**config.mk**
```make
export PLATFORM = sky130hd
export DESIGN_NAME = execute_muldiv
export DESIGN_NICKNAME = d
export VERILOG_FILES = /design/src/rtl/execute_muldiv.sv
export SDC_FILE = /design/constraint.sdc
export NUM_CORES = 2
export LEC_CHECK = 0
export CORE_ASPECT_RATIO = 2
export CORE_MARGIN = 5
export CORE_UTILIZATION = 51
export DETAILED_ROUTE_END_ITERATION = 7
export PLACE_DENSITY = 0.77
export SYNTH_ARGS = -nofsm -noshare
export SYNTH_HDL_FRONTEND = slang
export SYNTH_SLANG_ARGS = --single-unit
```
**constraint.sdc**
```tcl
create_clock -name clk -period 10.5 [get_ports clk]
set_clock_uncertainty 0.2 [all_clocks]
set_input_delay 1.575 -clock clk [delete_from_list [all_inputs] [get_ports clk]]
set_output_delay 1.575 -clock clk [all_outputs]
set_load 0.03 [all_outputs]
```
**src/rtl/execute_muldiv.sv**
```systemverilog
// Execute-stage multiply/divide unit: owns its stage register and HI/LO.
// Define MULDIV_MACC_EN to add MADD/MADDU/MSUB/MSUBU accumulate ops.
module execute_muldiv #(
  parameter int XLEN    = 32,
  parameter int NFWD    = 3,
  parameter int MUL_LAT = 4
) (
  input  logic                        clk,
  input  logic                        reset,
  input  logic                        stall,
  input  logic                        flush,
  input  logic                        in_valid,
  input  logic [3:0]                  md_op,
  input  logic [XLEN-1:0]             rd1,
  input  logic [XLEN-1:0]             rd2,
  input  logic [NFWD*XLEN-1:0]        fwd_data,
  input  logic [$clog2(NFWD+1)-1:0]   fwd_sel_a,
  input  logic [$clog2(NFWD+1)-1:0]   fwd_sel_b,
  output logic [XLEN-1:0]             md_result,
  output logic                        out_valid,
  output logic                        busy,
  output logic [XLEN-1:0]             hi,
  output logic [XLEN-1:0]             lo
);

  localparam int SW = $clog2(NFWD+1);
  localparam int CW = $clog2(XLEN > MUL_LAT ? XLEN : MUL_LAT);
  localparam int DW = 2*XLEN;

  localparam logic [3:0] OP_NONE  = 4'd0;
  localparam logic [3:0] OP_MULT  = 4'd1;
  localparam logic [3:0] OP_MULTU = 4'd2;
  localparam logic [3:0] OP_DIV   = 4'd3;
  localparam logic [3:0] OP_DIVU  = 4'd4;
  localparam logic [3:0] OP_MFHI  = 4'd5;
  localparam logic [3:0] OP_MFLO  = 4'd6;
  localparam logic [3:0] OP_MTHI  = 4'd7;
  localparam logic [3:0] OP_MTLO  = 4'd8;
`ifdef MULDIV_MACC_EN
  localparam logic [3:0] OP_MADD  = 4'd9;
  localparam logic [3:0] OP_MADDU = 4'd10;
  localparam logic [3:0] OP_MSUB  = 4'd11;
  localparam logic [3:0] OP_MSUBU = 4'd12;
`endif

  typedef enum logic [1:0] {
    S_IDLE,
    S_MUL,
    S_DIV
  } state_t;

  state_t state_q, state_d;
  logic [CW-1:0] cnt_q, cnt_d;

  logic            v_q;
  logic [3:0]      op_q;
  logic [XLEN-1:0] rd1_q, rd2_q;
  logic            done_q, done_d;
  logic [XLEN-1:0] hi_q, lo_q;

  logic [DW-1:0]   ma_q, mb_q;
  logic [XLEN-1:0] dq_q, dd_q, dr_q;
  logic            neg_q, neg_r, dzero_q;
`ifdef MULDIV_MACC_EN
  logic            acc_q, sub_q;
`endif

  logic [XLEN-1:0] src_a, src_b;
  logic            load, issue, is_mul, is_div, mul_sgn, div_sgn;
  logic            mul_done, div_done, busy_c;
  logic [DW-1:0]   prod, hilo_n;
  logic [XLEN:0]   dsub;
  logic            qbit;
  logic [XLEN-1:0] dq_n, dr_n, q_fix, r_fix;
  logic            sa, sb;

  function automatic logic [XLEN-1:0] fwd_mux(
    input logic [SW-1:0]        sel,
    input logic [XLEN-1:0]      rf,
    input logic [NFWD*XLEN-1:0] fd
  );
    logic [XLEN-1:0] r;
    r = '0;
    if (sel == '0) r = rf;
    for (int k = 1; k <= NFWD; k++)
      if (sel == SW'(k)) r = fd[(k-1)*XLEN +: XLEN];
    return r;
  endfunction

  always_comb begin
    src_a = fwd_mux(fwd_sel_a, rd1_q, fwd_data);
    src_b = fwd_mux(fwd_sel_b, rd2_q, fwd_data);
  end

  always_comb begin
    is_mul  = (op_q == OP_MULT) || (op_q == OP_MULTU);
    mul_sgn = (op_q == OP_MULT);
`ifdef MULDIV_MACC_EN
    is_mul  = is_mul || (op_q == OP_MADD) || (op_q == OP_MADDU)
           || (op_q == OP_MSUB) || (op_q == OP_MSUBU);
    mul_sgn = mul_sgn || (op_q == OP_MADD) || (op_q == OP_MSUB);
`endif
    is_div  = (op_q == OP_DIV) || (op_q == OP_DIVU);
    div_sgn = (op_q == OP_DIV);
  end

  assign issue    = v_q && !done_q && (state_q == S_IDLE);
  assign load     = flush || (!stall && !busy_c);
  assign mul_done = (state_q == S_MUL) && (cnt_q == '0);
  assign div_done = (state_q == S_DIV) && (cnt_q == '0);

  always_ff @(posedge clk or posedge reset) begin
    if (reset) begin
      v_q   <= 1'b0;
      op_q  <= OP_NONE;
      rd1_q <= '0;
      rd2_q <= '0;
    end else if (flush) begin
      v_q   <= 1'b0;
      op_q  <= OP_NONE;
    end else if (!stall && !busy_c) begin
      v_q   <= in_valid;
      op_q  <= md_op;
      rd1_q <= rd1;
      rd2_q <= rd2;
    end
  end

  always_ff @(posedge clk or posedge reset) begin
    if (reset) begin
      state_q <= S_IDLE;
      cnt_q   <= '0;
    end else begin
      state_q <= state_d;
      cnt_q   <= cnt_d;
    end
  end

  always_comb begin
    state_d = state_q;
    cnt_d   = cnt_q;
    busy_c  = 1'b0;
    done_d  = done_q;
    unique case (state_q)
      S_IDLE: begin
        busy_c = issue && (is_mul || is_div);
        if (issue && is_mul) begin
          state_d = S_MUL;
          cnt_d   = CW'(MUL_LAT-1);
        end else if (issue && is_div) begin
          state_d = S_DIV;
          cnt_d   = CW'(XLEN-1);
        end
      end
      S_MUL, S_DIV: begin
        busy_c = (cnt_q != '0);
        if (cnt_q == '0) state_d = S_IDLE;
        else cnt_d = cnt_q - 1'b1;
      end
      default: state_d = S_IDLE;
    endcase
    // a fresh load always wins so the next instruction can issue
    if (load) done_d = 1'b0;
    else if (mul_done || div_done) done_d = 1'b1;
    else if (issue && (op_q == OP_MTHI || op_q == OP_MTLO)) done_d = 1'b1;
  end

  always_comb begin
    prod = ma_q * mb_q;
`ifdef MULDIV_MACC_EN
    if (acc_q)
      hilo_n = sub_q ? {hi_q, lo_q} - prod : {hi_q, lo_q} + prod;
    else
      hilo_n = prod;
`else
    hilo_n = prod;
`endif
  end

  always_comb begin
    dsub  = {dr_q, dq_q[XLEN-1]} - {1'b0, dd_q};
    qbit  = !dsub[XLEN];
    dr_n  = qbit ? dsub[XLEN-1:0] : {dr_q[XLEN-2:0], dq_q[XLEN-1]};
    dq_n  = {dq_q[XLEN-2:0], qbit};
    q_fix = dzero_q ? '1 : (neg_q ? -dq_n : dq_n);
    r_fix = neg_r ? -dr_n : dr_n;
    sa    = div_sgn && src_a[XLEN-1];
    sb    = div_sgn && src_b[XLEN-1];
  end

  always_ff @(posedge clk or posedge reset) begin
    if (reset) begin
      ma_q    <= '0;
      mb_q    <= '0;
      dq_q    <= '0;
      dd_q    <= '0;
      dr_q    <= '0;
      neg_q   <= 1'b0;
      neg_r   <= 1'b0;
      dzero_q <= 1'b0;
`ifdef MULDIV_MACC_EN
      acc_q   <= 1'b0;
      sub_q   <= 1'b0;
`endif
    end else begin
      if (issue && is_mul) begin
        ma_q <= {{XLEN{mul_sgn & src_a[XLEN-1]}}, src_a};
        mb_q <= {{XLEN{mul_sgn & src_b[XLEN-1]}}, src_b};
`ifdef MULDIV_MACC_EN
        acc_q <= (op_q >= OP_MADD);
        sub_q <= (op_q == OP_MSUB) || (op_q == OP_MSUBU);
`endif
      end
      if (issue && is_div) begin
        dq_q    <= sa ? -src_a : src_a;
        dd_q    <= sb ? -src_b : src_b;
        dr_q    <= '0;
        neg_q   <= sa ^ sb;
        neg_r   <= sa;
        dzero_q <= (src_b == '0);
      end else if (state_q == S_DIV) begin
        dq_q <= dq_n;
        dr_q <= dr_n;
      end
    end
  end

  always_ff @(posedge clk or posedge reset) begin
    if (reset) begin
      hi_q   <= '0;
      lo_q   <= '0;
      done_q <= 1'b0;
    end else begin
      done_q <= done_d;
      if (mul_done) begin
        {hi_q, lo_q} <= hilo_n;
      end else if (div_done) begin
        hi_q <= r_fix;
        lo_q <= q_fix;
      end else if (issue && op_q == OP_MTHI) begin
        hi_q <= src_a;
      end else if (issue && op_q == OP_MTLO) begin
        lo_q <= src_a;
      end
    end
  end

  always_comb begin
    out_valid = v_q && (state_q == S_IDLE)
             && (op_q == OP_MFHI || op_q == OP_MFLO);
    md_result = '0;
    if (out_valid) md_result = (op_q == OP_MFHI) ? hi_q : lo_q;
  end

  assign busy = busy_c;
  assign hi   = hi_q;
  assign lo   = lo_q;

endmodule

```
Word-level counts from Yosys, hierarchy flattened
Index checks and enable logic that the tools add are counted.
Storage, ports and cells
  bits of input ports: 173
  memories kept: 0
  bits in latches: 0
  memory bits (writable): 0
  bits in registers: 306
  memory bits (read-only): 0
Cells by class
  $lt $le $gt $ge: 0
  reductions and logical operators: 43
  bitwise operators: 4
  div/mod/pow operators: 0
  $mul: 1
  eq/ne operators: 20
  shift-type cells: 0
  multiplexer cells: 43
  add/subtract/negate cells: 6
Operators by type and width (number)
  $mux W32: 27
  $neg A32 Y32: 4
  $mul A33 B33 Y64: 1
  $sub A33 B32 Y33: 1
  $logic_not A32 Y1: 1
  $eq A4 B3 Y1 const B: 4
  $logic_and A1 B1 Y1: 15
  $mux W5: 3
  $eq A2 B2 Y1 const B: 5
  $pmux W5 S2: 1
  $reduce_bool A3 Y1: 3
  $eq A4 B2 Y1 const B: 2
  $mux W4: 2
  $logic_or A1 B1 Y1: 7
  $eq A2 B1 Y1 const B: 3
  $logic_not A2 Y1: 3
  $mux W2: 3
  $ne A3 B3 Y1 const B: 2
  $reduce_and A2 Y1: 3
  $reduce_bool A2 Y1: 3
  $logic_not A5 Y1: 1
  $mux W1: 5
  $reduce_bool A5 Y1: 1
  $sub A5 B1 Y5 const B: 1
  11 further kinds: 16

Depth between registers and ports, before layout
  depth in word-level cells: 9
  gate-level depth with buffers: 31
  mapped depth without buffers: 29

Worst setup path before layout
No wires, ideal clock.
  path kind: reg-to-reg
  start point: register ma_q[32] (netlist name)
  end point: register hi_q[30], in the netlist hi[30]
  slack: 2223 ps
  data required time: 10174 ps
  path buffers: 2
  library setup time: 126 ps
  cell stages (with the launch flop): 31
  data arrival time: 7951 ps
  cell sequence: dfrtp_1 > clkbuf_1 > nand2_1 > inv_1 > fa_1 > inv_1 > fa_1 > inv_1 > fa_1 > inv_1 > fa_1 > inv_1 > fa_1 > fa_1 > fa_1 > inv_1 > fa_1 > inv_1 > ha_1 > clkbuf_1 > a211o_1 > a2111oi_0 > o21ai_0 > o22ai_1 > o21ai_1 > a21oi_1 > o21ba_2 > o21ai_1 > a221oi_1 > xnor2_1 > a221o_1
Between the ends
  cells in the longest elaborated chain, start to end: 2
Ends and longest elaborated chain
  $mul A33 B33 Y64: RTL line 169  | prod = ma_q * mb_q;
  $mux W32: RTL line 235  | if (mul_done) begin
  to (signal assigned): RTL line 236  | {hi_q, lo_q} <= hilo_n;
  to (signal assigned): RTL line 238  | hi_q <= r_fix;
  to (signal assigned): RTL line 241  | hi_q <= src_a;
  to (decl): RTL line 59  | logic [XLEN-1:0] hi_q, lo_q;
No other way between the ends.
A chain may end at the register's enable or synchronous reset.

Worst setup path after layout
  start point: register mb_q[0]
  end point: register hi_q[13], in the netlist hi[13]
Between the ends
  cells in the longest elaborated chain, start to end: 2
Ends and longest elaborated chain
  from (decl): RTL line 61  | logic [DW-1:0] ma_q, mb_q;
  from (signal assigned): RTL line 208  | mb_q <= {{XLEN{mul_sgn & src_b[XLEN-1]}}, src_b};
  $mul A33 B33 Y64: RTL line 169
  $mux W32: RTL line 235
No other way between the ends.

==> impl_metrics.ini <==
[critical_path]
crit_start = mb_q[0]$_DFFE_PP0P_
cpMostUsedCell = fa_1
timing.rr.start = mb_q[0]$_DFFE_PP0P_
cp.required_ps = 10840
worst_setup_path_start_kind = flip-flop
critPathArrivalTime_ps = 10320
cp.buffers_inverters = 6
path_class = flip-flop to flip-flop
cp_top_family = adder cells
cp_slowest_cell = xor2_1
worstPathMaxFanout = 34
end_kind = flip-flop
slowest_delay_ps = 1090

[run_status]
failed_checks = capacitance limit, slew limit
status = finished, violations left

[clock_tree]
cts_hold_buf = 0
clock_sinks = 306
clockBufferDepth = 3
cts_resized = 0
cts-root-buf = clkbuf_16
cts_tree = yes
cts_setup_buffers = 0
htree_levels = 1
numCtsBuffers = 26
clock_latency_ps = 660
clk_pin_slew_ps = 80

[floorplan]
io_pins = 271
core_area_um2 = 114000
row_count = 175
die_area_um2 = 122000
die_h_um = 489
initial_utilization_pct = 51.3
chipWidth_um = 249

[global_routing]
met2_usage_pct = 58.0
met3_usage_pct = 6.15
grt_pass1_wl_um = 302000
busiest_layer = met2
antenna_found_initial = 14
grt_use_total_pct = 32.8
grt-ovfl-total = 0
grt_max_degree = 145
met1_usage_pct = 30.0
grt_pass1_vias = 52500

[hold_path]
min_from = dd_q[3]$_DFFE_PP0P_
hp-class = flip-flop to flip-flop

[logic_synthesis]
synth_fp_nets = 7838
ys_seq_area_share_pct = 13.1
synthAdderAreaFrac_pct = 44.0
synthMuxAreaShare_pct = 6.02
synth_top_family_by_area = adder cells
synth_edf_count = 0
synth_seq_cells = 306
synthArstFlopShare_pct = 100
yosysUniqueCellTypes = 96
synth_xor_area_share_pct = 3.28
synth_compound_area_share_pct = 8.41
synth_warnings = 0
synth.area.top_cells = fa_1 (39%), dfrtp_1 (13%), inv_1 (7.6%)
synthCells = 6285
syn_area_um2 = 58400
yosys.area.top_type = fa_1
post-synth-top-count-cell = inv_1
synth_top_cell_area_share_pct = 38.6
synthSimpleGateAreaFrac_pct = 15.2
synth_flop_cell = dfrtp_1
avgSynthCellArea_um2 = 9.29
ys_top_cells_by_count = inv_1 (1179), fa_1 (1126), nand2_1 (802)

[place]
post_dp_cell_area_um2 = 62600
gp_congestion = 1.02
dp_hpwl_um = 162000
io_buffers = 270

[detailed_routing]
vias = 47100
ant_nets = 0
drtIter0Drc = 3511
drt-pass1-iter-count = 6
routed_wl_um = 198000
drc = 0
wire_per_inst_um = 25.2
post_drt_via_cell_ratio = 5.97

[timing]
holdWs_ps = 286
tns_ps = 0
rsz0062_at_grt = no
max_freq_mhz = 100
period_share_pct = 95.1
hold_viol = 0
drv_slew = 5
layout_min_cycle_time_ps = 9980
setup_viol = 0
tightest_slew_ps = 1530
relSlewSlack_pct = -2.25

[layout]
area_growth_pct = 8.84
final_area_um2 = 63600
fillers = 10100
drive_above_1_share_pct = 6.61
nNetsFinal = 7898

[flow_run]
max_cap_viol_count = 1
==> cell families after synthesis <==
group | count (synthesis)
AOI/OAI and AO/OA | 768
DFF | 306
buffers and inverters | 1538
and+or+nand+nor | 1821
xor gates and xnor gates | 217
adders and majority gates | 1380
muxes | 255
==> worst register-to-register path: cells and delay by family (launching register included) <==
kind | cells | cell delay (ps)
AOI/OAI and AO/OA | 7 | 2500
xor gates and xnor gates | 1 | 1090
adders and majority gates | 9 | 4440
buffers and inverters | 6 | 340
DFF | 1 | 780
and+or+nand+nor | 3 | 570
==> final cells by class <==
cell class / count / area (µm²) / share of cell area, %
Multi-Input combinational cell: 4441 / 45000 / 70.8
Sequential cell: 306 / 7670 / 12.1
Inverter: 1179 / 4430 / 6.97
Timing Repair Buffer: 391 / 3610 / 5.68
Tap cell: 1504 / 1880 / 2.96
Clock buffer: 31 / 709 / 1.12
Clock inverter: 17 / 223 / 0.350
Antenna cell: 14 / 35.0 / 0.0551
==> registers in the layout, summed over array words and instances (netlist names) <==
register and cells:
dq_q 32, dzero_q 1, dd_q 32, rd1_q 32, dr_q 32, done_q 1
hi 32, state_q 2, ma_q 33, neg_q 1, mb_q 33, neg_r 1
cnt_q 5, op_q 4, rd2_q 32, lo 32, v_q 1
==> stage by stage <==
| stage | setup WS, ps | util (%) | instances |
|---|---|---|---|
| 2_1_floorplan | 266 | - | 6285 |
| 3_3_place_gp | 822 | 55.0 | 7821 |
| 3_5_place_dp | 799 | 55.0 | 7821 |
| 4_1_cts | 758 | 55.8 | 7869 |
| 5_1_grt | 301 | 55.8 | 7871 |
| 6_report | 518 | 55.8 | 7883 |
==> final timing paths <==
path | endpoint | slack [ps] | cells past startpoint
worst min register to register | dd_q[3]$_DFFE_PP0P_ | 290 | 2
worst max register to register | hi[13]$_DFFE_PP0P_ | 520 | 26
max in group asynchronous | mb_q[22]$_DFFE_PP0P_ | 7150 | 3
worst min-delay path | dd_q[3]$_DFFE_PP0P_ | 290 | 2
worst max-delay path | hi[13]$_DFFE_PP0P_ | 520 | 26
min in group asynchronous | rd1_q[27]$_DFFE_PP0P_ | 1270 | 2
==> cells in the final DEF, fill, tap and decap left out, drive strengths merged, types with 37 or more instances in the layout <==
cell              n
a211oi           62
a21o             54
a21oi           224
a31oi            39
and2            555
buf             123
clkdlybuf4s50   268
dfrtp           306
fa             1126
ha              254
inv            1181
mux2            129
mux2i            62
mux4             64
nand2           802
nand3            37
nor2            194
nor2b            48
nor3             50
o21ai           193
xnor2           138
xor2             79
==> metal layers <==
layer / wire (µm) / up-vias
li1: - / 19600
met3: 13900 / 1180
met1: 56500 / 23800
met5: 44 / -
met2: 100000 / 2569
met4: 28000 / 6
Power is not shown: default switching activity piles up to over one toggle a cycle in this logic, so the estimate is an artifact.
